`src/rtl/proc_pkg.sv`:
```
// rtl/proc_pkg.sv - shared opcodes, state encoding and ALU one-hot constants
package proc_pkg;

  localparam logic [3:0] OP_LOAD = 4'd1;
  localparam logic [3:0] OP_MOVE = 4'd2;
  localparam logic [3:0] OP_ADD  = 4'd3;
  localparam logic [3:0] OP_SUB  = 4'd4;
  localparam logic [3:0] OP_XOR  = 4'd5;
  localparam logic [3:0] OP_OR   = 4'd6;
  localparam logic [3:0] OP_AND  = 4'd7;
  localparam logic [3:0] OP_DIV  = 4'd8;
  localparam logic [3:0] OP_MOD  = 4'd9;

  // alu_op bit order, MSB first: {xor, add, sub, and, or, div, mod}
  localparam logic [6:0] ALU_XOR  = 7'b1000000;
  localparam logic [6:0] ALU_ADD  = 7'b0100000;
  localparam logic [6:0] ALU_SUB  = 7'b0010000;
  localparam logic [6:0] ALU_AND  = 7'b0001000;
  localparam logic [6:0] ALU_OR   = 7'b0000100;
  localparam logic [6:0] ALU_DIV  = 7'b0000010;
  localparam logic [6:0] ALU_MOD  = 7'b0000001;
  localparam logic [6:0] ALU_NONE = 7'b0000000;

  typedef enum logic [2:0] {
    S_IDLE,
    S_LOAD,
    S_MOVE,
    S_ALU_A,
    S_ALU_G,
    S_ALU_WB,
    S_ERR
  } state_e;

  function automatic logic [6:0] func_alu_op(input logic [3:0] func);
    case (func)
      OP_ADD:  return ALU_ADD;
      OP_SUB:  return ALU_SUB;
      OP_XOR:  return ALU_XOR;
      OP_OR:   return ALU_OR;
      OP_AND:  return ALU_AND;
      OP_DIV:  return ALU_DIV;
      OP_MOD:  return ALU_MOD;
      default: return ALU_NONE;
    endcase
  endfunction

  function automatic state_e func_first_state(input logic [3:0] func);
    case (func)
      OP_LOAD: return S_LOAD;
      OP_MOVE: return S_MOVE;
      OP_ADD, OP_SUB, OP_XOR, OP_OR, OP_AND, OP_DIV, OP_MOD: return S_ALU_A;
      default: return S_ERR;
    endcase
  endfunction

endpackage

```
`src/rtl/proc_reg_dec.sv`:
```
// rtl/proc_reg_dec.sv - register index to one-hot select decoder
module proc_reg_dec #(
  parameter  int NREG   = 8,
  localparam int RSEL_W = $clog2(NREG)
) (
  input  logic [RSEL_W-1:0] idx_i,
  output logic [NREG-1:0]   onehot_o
);

  assign onehot_o = {{(NREG-1){1'b0}}, 1'b1} << idx_i;

endmodule

```
`src/rtl/proc_ctrl_fsm.sv`:
```
// rtl/proc_ctrl_fsm.sv - multi-cycle processor control FSM driving a single shared bus
module proc_ctrl_fsm
  import proc_pkg::*;
#(
  parameter  int DATA_W = 16,
  parameter  int NREG   = 8,
  localparam int RSEL_W = $clog2(NREG),
  localparam int IW     = 4 + RSEL_W + DATA_W
) (
  input  logic              clk,
  input  logic              reset,
  input  logic              start,
  input  logic [IW-1:0]     code,
  output logic              busy,
  output logic              done,
  output logic              illegal,
  output logic [DATA_W-1:0] d,
  output logic              data_out,
  output logic [NREG-1:0]   bus_en,
  output logic [NREG-1:0]   reg_en,
  output logic              a_in,
  output logic              g_in,
  output logic              g_out,
  output logic [6:0]        alu_op
);

  state_e          state_q, state_d;
  logic [IW-1:0]   ir_q, ir_d;
  logic [NREG-1:0] rx_oh, ry_oh;

  logic              busy_q, done_q, illegal_q, data_out_q, a_in_q, g_in_q, g_out_q;
  logic [NREG-1:0]   bus_en_q, reg_en_q;
  logic [6:0]        alu_op_q;

  logic              busy_d, done_d, illegal_d, data_out_d, a_in_d, g_in_d, g_out_d;
  logic [NREG-1:0]   bus_en_d, reg_en_d;
  logic [6:0]        alu_op_d;

  // Decoders look at the next instruction so the registered outputs line up with state_q.
  proc_reg_dec #(.NREG(NREG)) u_rx_dec (
    .idx_i    (ir_d[IW-5 -: RSEL_W]),
    .onehot_o (rx_oh)
  );

  proc_reg_dec #(.NREG(NREG)) u_ry_dec (
    .idx_i    (ir_d[IW-5-RSEL_W -: RSEL_W]),
    .onehot_o (ry_oh)
  );

  always_comb begin
    state_d = state_q;
    ir_d    = ir_q;
    case (state_q)
      S_IDLE: begin
        if (start) begin
          ir_d    = code;
          state_d = func_first_state(code[IW-1 -: 4]);
        end
      end
      S_ALU_A: state_d = S_ALU_G;
      S_ALU_G: state_d = S_ALU_WB;
      default: state_d = S_IDLE;
    endcase
  end

  always_comb begin
    busy_d     = (state_d != S_IDLE);
    done_d     = (state_d == S_LOAD) || (state_d == S_MOVE) ||
                 (state_d == S_ALU_WB) || (state_d == S_ERR);
    illegal_d  = (state_d == S_ERR);
    data_out_d = (state_d == S_LOAD);
    a_in_d     = (state_d == S_ALU_A);
    g_in_d     = (state_d == S_ALU_G);
    g_out_d    = (state_d == S_ALU_WB);
    bus_en_d   = '0;
    reg_en_d   = '0;
    alu_op_d   = ALU_NONE;
    case (state_d)
      S_LOAD:   reg_en_d = rx_oh;
      S_MOVE: begin
        bus_en_d = ry_oh;
        reg_en_d = rx_oh;
      end
      S_ALU_A: begin
        bus_en_d = rx_oh;
        alu_op_d = func_alu_op(ir_d[IW-1 -: 4]);
      end
      S_ALU_G: begin
        bus_en_d = ry_oh;
        alu_op_d = func_alu_op(ir_d[IW-1 -: 4]);
      end
      S_ALU_WB: begin
        reg_en_d = rx_oh;
        alu_op_d = func_alu_op(ir_d[IW-1 -: 4]);
      end
      default: ;
    endcase
  end

  always_ff @(posedge clk) begin
    if (reset) begin
      state_q    <= S_IDLE;
      ir_q       <= '0;
      busy_q     <= 1'b0;
      done_q     <= 1'b0;
      illegal_q  <= 1'b0;
      data_out_q <= 1'b0;
      a_in_q     <= 1'b0;
      g_in_q     <= 1'b0;
      g_out_q    <= 1'b0;
      bus_en_q   <= '0;
      reg_en_q   <= '0;
      alu_op_q   <= ALU_NONE;
    end else begin
      state_q    <= state_d;
      ir_q       <= ir_d;
      busy_q     <= busy_d;
      done_q     <= done_d;
      illegal_q  <= illegal_d;
      data_out_q <= data_out_d;
      a_in_q     <= a_in_d;
      g_in_q     <= g_in_d;
      g_out_q    <= g_out_d;
      bus_en_q   <= bus_en_d;
      reg_en_q   <= reg_en_d;
      alu_op_q   <= alu_op_d;
    end
  end

  assign busy     = busy_q;
  assign done     = done_q;
  assign illegal  = illegal_q;
  assign d        = ir_q[DATA_W-1:0];
  assign data_out = data_out_q;
  assign bus_en   = bus_en_q;
  assign reg_en   = reg_en_q;
  assign a_in     = a_in_q;
  assign g_in     = g_in_q;
  assign g_out    = g_out_q;
  assign alu_op   = alu_op_q;

endmodule

```
`config.mk`:
```
export PLATFORM = sky130hd
export DESIGN_NAME = proc_ctrl_fsm
export DESIGN_NICKNAME = d
export VERILOG_FILES = /design/src/rtl/proc_pkg.sv /design/src/rtl/proc_reg_dec.sv /design/src/rtl/proc_ctrl_fsm.sv
export SDC_FILE = /design/constraint.sdc
export NUM_CORES = 1
export LEC_CHECK = 0
export ABC_CLOCK_PERIOD_IN_PS = 3620
export BUFFER_PORTS_ARGS = -buffer_cell sky130_fd_sc_hd__buf_2
export CAP_MARGIN = 20
export CELL_PAD_IN_SITES_DETAIL_PLACEMENT = 0
export CELL_PAD_IN_SITES_GLOBAL_PLACEMENT = 2
export CORE_UTILIZATION = 29
export CTS_CLUSTER_DIAMETER = 120
export CTS_CLUSTER_SIZE = 40
export DETAILED_ROUTE_END_ITERATION = 10
export PLACE_DENSITY_LB_ADDON = 0.15
export SETUP_SLACK_MARGIN = 0.3
export SLEW_MARGIN = 15
export SYNTH_ARGS = -nofsm -noshare
export SYNTH_HDL_FRONTEND = slang
export SYNTH_SLANG_ARGS = --single-unit
```
`constraint.sdc`:
```
create_clock -name clk -period 3.62 [get_ports clk]
set_clock_uncertainty 0.15 [all_clocks]
set_input_delay 0.181 -clock clk [delete_from_list [all_inputs] [get_ports clk]]
set_output_delay 0.181 -clock clk [all_outputs]
set_load 0.02 [all_outputs]
```
Word-level counts from Yosys, hierarchy flattened
Memories as Yosys holds them, arrays and structs flattened.
Cells that the tools add are included.
- bits in registers: 56
- bits in latches: 0
- RAM bits: 0
- ROM bits: 48
- input bits: 26
- output and inout port bits: 46
- memories kept: 1
- $add $sub $neg: 0
- $mul: 0
- div/mod/pow operators: 0
- magnitude comparators: 0
- equal/unequal tests: 15
- shifts and indexed selects: 2
- multiplexer cells: 6
- bitwise operators: 2
- reductions and logical operators: 11
- memory list (memory ; depth ; width ; read ports ; clocked after Yosys merged registers in ; wr ports ; RTL line ; text):
    (no name shown) ; 16 ; 3 ; 1 ; 0 ; 0 ; proc_pkg.sv:48 ; case (func)
- operators with widths (operator ; count):
    $pmux W7 S7 ; 1
    $mux W23 ; 2
    $eq A4 B3 Y1 const B ; 4
    $pmux W8 S2 ; 1
    $shl A1 B3 Y8 const A ; 2
    $eq A3 B3 Y1 const B ; 4
    $eq A3 B2 Y1 const B ; 3
    $pmux W3 S3 ; 1
    $eq A4 B4 Y1 const B ; 2
    $reduce_or A2 Y1 ; 3
    $reduce_or A3 Y1 ; 2
    $eq A4 B2 Y1 const B ; 1
    $eq A3 B1 Y1 const B ; 1
    $logic_not A3 Y1 ; 1
    $logic_or A1 B1 Y1 ; 3
    $mux W3 ; 1
    $reduce_bool A3 Y1 ; 1
    $not A1 Y1 ; 2
    $reduce_and A2 Y1 ; 1

Longest topological paths before layout
An unclocked memory read counts as a cell.
- depth after elaboration: 7
- mapped depth: 9
- depth with buffers taken out: 8

Hierarchy
From an unflattened synthesis, not the netlist that was laid out.
- cells, all modules: 297
- area total of the unflattened synthesis: 2532.4 um^2
- modules (own cells, without submodules) (module ; times used ; cells each ; area each (um^2) ; sequential area each (um^2)):
    proc_ctrl_fsm ; 1 ; 281 ; 2402.3 ; 1121.1
    proc_reg_dec ; 2 ; 8 ; 65.1 ; 0.0

Least setup slack after synthesis
Ideal clock, no wire load.
- path type: reg-to-reg
- start point: register state_q[2]
- end point: register alu_op_q[1] (netlist: alu_op[1])
- library setup time: 0.132 ns
- arrival: 2.260 ns
- setup slack: 1.077 ns
- stages on the path, launching flop included: 8
- buffers on the path: 2
- clock period less this slack: 2.543 ns
- path through: dfxtp_1 > nor4b_4 > clkbuf_1 > buf_2 > o31ai_1 > ha_1 > o31ai_4 > nor3_1
- cells in the longest elaborated chain, start to end: 6
- RTL lines (element ; RTL line ; text):
    from (decl) ; proc_ctrl_fsm.sv:27 ; state_e state_q, state_d;
    from (signal assigned) ; proc_ctrl_fsm.sv:115 ; state_q <= state_d;
    $eq A3 B3 Y1 (tied with other cells) ; proc_ctrl_fsm.sv:53 ; case (state_q)
    $pmux W3 S3 ; proc_ctrl_fsm.sv:53 ;
    $eq A3 B2 Y1 / $eq A3 B3 Y1 (equally long branches) ; proc_ctrl_fsm.sv:78 ; case (state_d)
    $reduce_or A3 Y1 (no line) ; -- ;
    $not A1 Y1 (no line) ; -- ;
    $reduce_or A2 Y1 (no line) ; -- ;
    to (signal assigned) ; proc_ctrl_fsm.sv:126 ; alu_op_q <= alu_op_d;
    to (decl) ; proc_ctrl_fsm.sv:33 ; logic [6:0] alu_op_q;
Parallel ways exist; a longest one is shown, timed or not.
A chain may end at the register's enable or synchronous reset.

Worst setup path after layout
- start point: input code[22]
- end point: register alu_op_q[1] (netlist: alu_op[1])
- cells in the longest elaborated chain, start to end: 7
- RTL lines (element ; RTL line ; text):
    from (decl) ; proc_ctrl_fsm.sv:13 ; input logic [IW-1:0] code,
    $mem_v2 Z16 W3 (*) ; -- ;
    $mux W3 (*) ; proc_ctrl_fsm.sv:55 ; if (start) begin
    $pmux W3 S3 (*) ; proc_ctrl_fsm.sv:53 ;
    net state_d[1] ; proc_ctrl_fsm.sv:27 ;
    $eq A3 B2 Y1 / $eq A3 B3 Y1 (equally long branches) ; proc_ctrl_fsm.sv:78 ;
    $reduce_or A3 Y1 (no line) (*) ; -- ;
    $not A1 Y1 (no line) (*) ; -- ;
    $reduce_or A2 Y1 (no line) (*) ; -- ;
The timed path passes the listed nets; every way through them passes the cells marked *.

==> results.py <==
metrics = {
    "sta": {
        "final-setup-viol-count": 0,
        "fin_crit_ns": 2.78,
        "hold_viol": 0,
        "slew_viol_final": 0,
        "fmax_mhz": 359,
        "rsz0062_at_grt": "false",
        "tightest_slew_ns": 0.670,
        "tns_ns": 0,
        "period_share_pct": 76.9,
        "slew_headroom_pct": 55.0,
    },
    "route": {
        "post_drt_wl_per_cell_um": 13.0,
        "drtIter0Drc": 63,
        "drtAntennaViolNets": 0,
        "drtPass1Iterations": 4,
        "viasPerCell": 4.52,
        "routed_wl_mm": 5.56,
        "vias": 1929,
        "drcViolationCount": 0,
    },
    "power_and_ir_drop": {
        "combPwrFrac_pct": 22.4,
        "p_sw_mw": 0.407,
        "p_int_mw": 0.915,
        "pwr-share-clk_pct": 26.6,
        "seq_power_share_pct": 51.1,
        "p_leak_nw": 1.29,
        "p_total_mw": 1.32,
        "p_sw_share_pct": 30.8,
        "vdd_drop_max_mv": 0.158,
        "cellPowerDensity_nw_per_um2": 453,
    },
    "yosys": {
        "netlist_area_um2": 2340,
        "ys_types": 41,
        "synthCells": 255,
        "synth_warnings": 0,
        "synth_area_per_cell_um2": 9.18,
        "ys_ff_latch": 56,
        "syn_nets": 286,
        "ys_seq_area_share_pct": 47.9,
    },
    "critical_path": {
        "crit_required_ns": 3.66,
        "arrival_ns": 2.82,
        "critPathMaxFanout": 7,
        "slowest_delay_ns": 0.56,
        "reg2reg_setup_slack_ns": 1.20,
        "start_kind": "primary input",
        "reg2reg_from": "state_q[2]",
        "path_cells": "dlygate4sd3_1 -> buf_2 -> inv_1 -> nand2_1 -> o31ai_1 -> inv_1 -> ha_1 -> or3_2 -> o31ai_4 -> nor3_1",
        "critPathMostFrequentCell": "inv_1",
        "critPathBufInv": 4,
        "worst-setup-path-type": "primary input to register",
        "slowest_stage": "o31ai_1",
        "crit_family": "buffers and inverters",
        "crit_start": "code[22]",
        "crit_path_end_kind": "register",
    },
    "floorplan": {
        "die_h_um": 91.8,
        "core_area_um2": 7770,
        "ios": 72,
        "start_util_pct": 30.1,
        "die_w_um": 91.8,
        "rows": 32,
        "dieArea_um2": 8430,
    },
    "global_routing": {
        "grt_max_degree": 36,
        "first_global_vias": 1893,
        "grt_overflow": 0,
        "antenna_found_initial": 0,
        "grt_first_pass_wirelength_mm": 9.32,
        "track_usage_pct": 14.1,
    },
    "cts": {
        "cts_tree": "built",
        "clkSinkCount": 56,
        "htreeDepth": 2,
        "clk_latency_ns": 0.31,
        "clk_path_buf_depth": 2,
        "numCtsBuffers": 5,
        "cts_root_buf": "clkbuf_8",
        "cts.clk_slew.worst_paths_ns": 0.10,
        "cts_setup_buffers": 0,
    },
    "cells_and_area": {
        "syn_to_final_growth_pct": 24.8,
        "seq_area_um2": 1120,
        "layout-drive-gt1-share_pct": 28.0,
        "multi_input_area_um2": 1010,
        "n_fill_cell": 830,
        "nets": 355,
        "n_antenna_cell": 0,
    },
    "min_path": {
        "hp-class": "primary input to register",
        "worstHoldStart": "code[21]",
    },
    "placed_design": {
        "gp_congestion": 0.719,
        "numPortBuffers": 71,
        "hpwlAfterDp_mm": 3.84,
    },
    "flow_run": {
        "maxCapViolCount": 0,
    },
    "outcome": {
        "run_status": "finished, final reports clean",
    },
}
## registers in the layout, indices dropped and copies added (netlist names)
register and count:
a_in 1, alu_op 7, bus_en 8, busy 1, data_out 1, done 1
g_in 1, g_out 1, illegal 1, ir_q 23, reg_en 8, state_q 3
## Yosys cell counts (all sizes together)
| cell type | instances | area, um2 |
|---|---|---|
| dfxtp | 56 | 1120 |
| nand2 | 41 | 154 |
| a21oi | 21 | 105 |
| buf | 19 | 140 |
| nor2 | 18 | 75.1 |
| nor3 | 12 | 60.1 |
| inv | 9 | 33.8 |
| a31oi | 8 | 50.1 |
| clkbuf | 8 | 30.0 |
| o32ai | 8 | 70.1 |
| ha | 5 | 62.6 |
| mux2i | 5 | 62.6 |
| nor3b | 5 | 37.5 |
| nand2b | 4 | 25.0 |
| nor4b | 4 | 50.1 |
| o21ai | 4 | 20.0 |
| and2 | 3 | 18.8 |
| nand3 | 3 | 15.0 |
| nand3b | 3 | 22.5 |
| o31ai | 3 | 36.3 |
| a21o | 2 | 15.0 |
| nor2b | 2 | 12.5 |
| or2 | 2 | 12.5 |
| or3 | 2 | 13.8 |
| a221oi | 1 | 26.3 |
| a31o | 1 | 8.76 |
| and4b | 1 | 10.0 |
| nor4 | 1 | 12.5 |
| o21a | 1 | 7.51 |
| o21bai | 1 | 11.3 |
| o311a | 1 | 10.0 |
| or4b | 1 | 10.0 |
## what timing repair did
| item | CTS | global route |
|---|---|---|
| hold endpoints to repair | 16 | 0 |
| hold buffers | 16 | 0 |
| resized for setup | 0 | 0 |
## worst paths after layout
check	to	cells after the start
worst max-delay path	alu_op[1]	10
worst min-delay path	ir_q[21]	3
worst max register to register	bus_en[7]	6
worst min register to register	ir_q[2]	2
## power by group through the flow
stage	Clock (mW)	Combinational (mW)	Sequential (mW)
after floorplan	0	0.204	0.702
final	0.351	0.296	0.675
after CTS	0.375	0.300	0.675
after detailed placement	0	0.287	0.690
after global routing	0.402	0.330	0.681
after global placement	0	0.286	0.689
## metrics by stage
| stage | instance area (um2) | setup slack (ns) | util [%] | hold slack [ns] | instances |
|---|---|---|---|---|---|
| after floorplan | 2340 | 1.08 | - | 0.126 | 255 |
| after CTS | 2920 | 0.800 | 37.6 | 0.00480 | 427 |
| after detailed placement | 2670 | 1.03 | 34.3 | 0.279 | 403 |
| final | 2920 | 0.836 | 37.6 | 0.0218 | 427 |
| after global placement | 2670 | 0.997 | 34.3 | 0.273 | 403 |
| after global routing | 2920 | 0.672 | 37.6 | 0.0107 | 427 |
## layer usage
metal  wire length, um  track usage [%]
met4                82             5.21
met3               290             3.07
met1              2810             19.4
met5                 0                0
met2              2370             21.6
## worst register-to-register path, stage by stage (launching register included)
cell	delay, ns
dfxtp_1	0.37
or4b_1	0.53
buf_4	0.27
a221oi_4	0.32
nor2_4	0.12
mux2i_4	0.25
o32ai_1	0.31
## cell families (layout without fill, tap and decap cells)
group | after synthesis | after routing | share of synthesized area (%)
adders and majority gates | 5 | 5 | 2.67
buffers and inverters | 36 | 106 | 8.72
DFF | 56 | 56 | 47.9
muxes | 5 | 5 | 2.67
AOI/OAI and AO/OA | 51 | 51 | 15.4
and+or+nand+nor | 102 | 102 | 22.6
## final cells by class
type	count	area share, %
clock buffer	6	2.83
sequential	56	38.4
tap	102	4.37
timing repair buffer	89	18.2
inverter	9	1.16
multi-input combinational	163	34.7
clock inverter	2	0.343
## layout by cell type, fill, tap and decap left out, types with 4 or more instances in the layout
cell type,netlist,routed
nor2_1,17,17
a31oi_1,8,8
dlygate4sd3_1,0,16
nor3_1,12,12
o21ai_0,4,4
o32ai_1,8,8
mux2i_1,4,4
ha_1,5,5
buf_2,1,71
inv_1,9,9
nand2_1,41,41
nand2b_1,4,4
clkbuf_8,0,6
a21oi_1,21,21
dfxtp_1,56,56
nor3b_1,5,5
(Power assumes the default switching activity.)
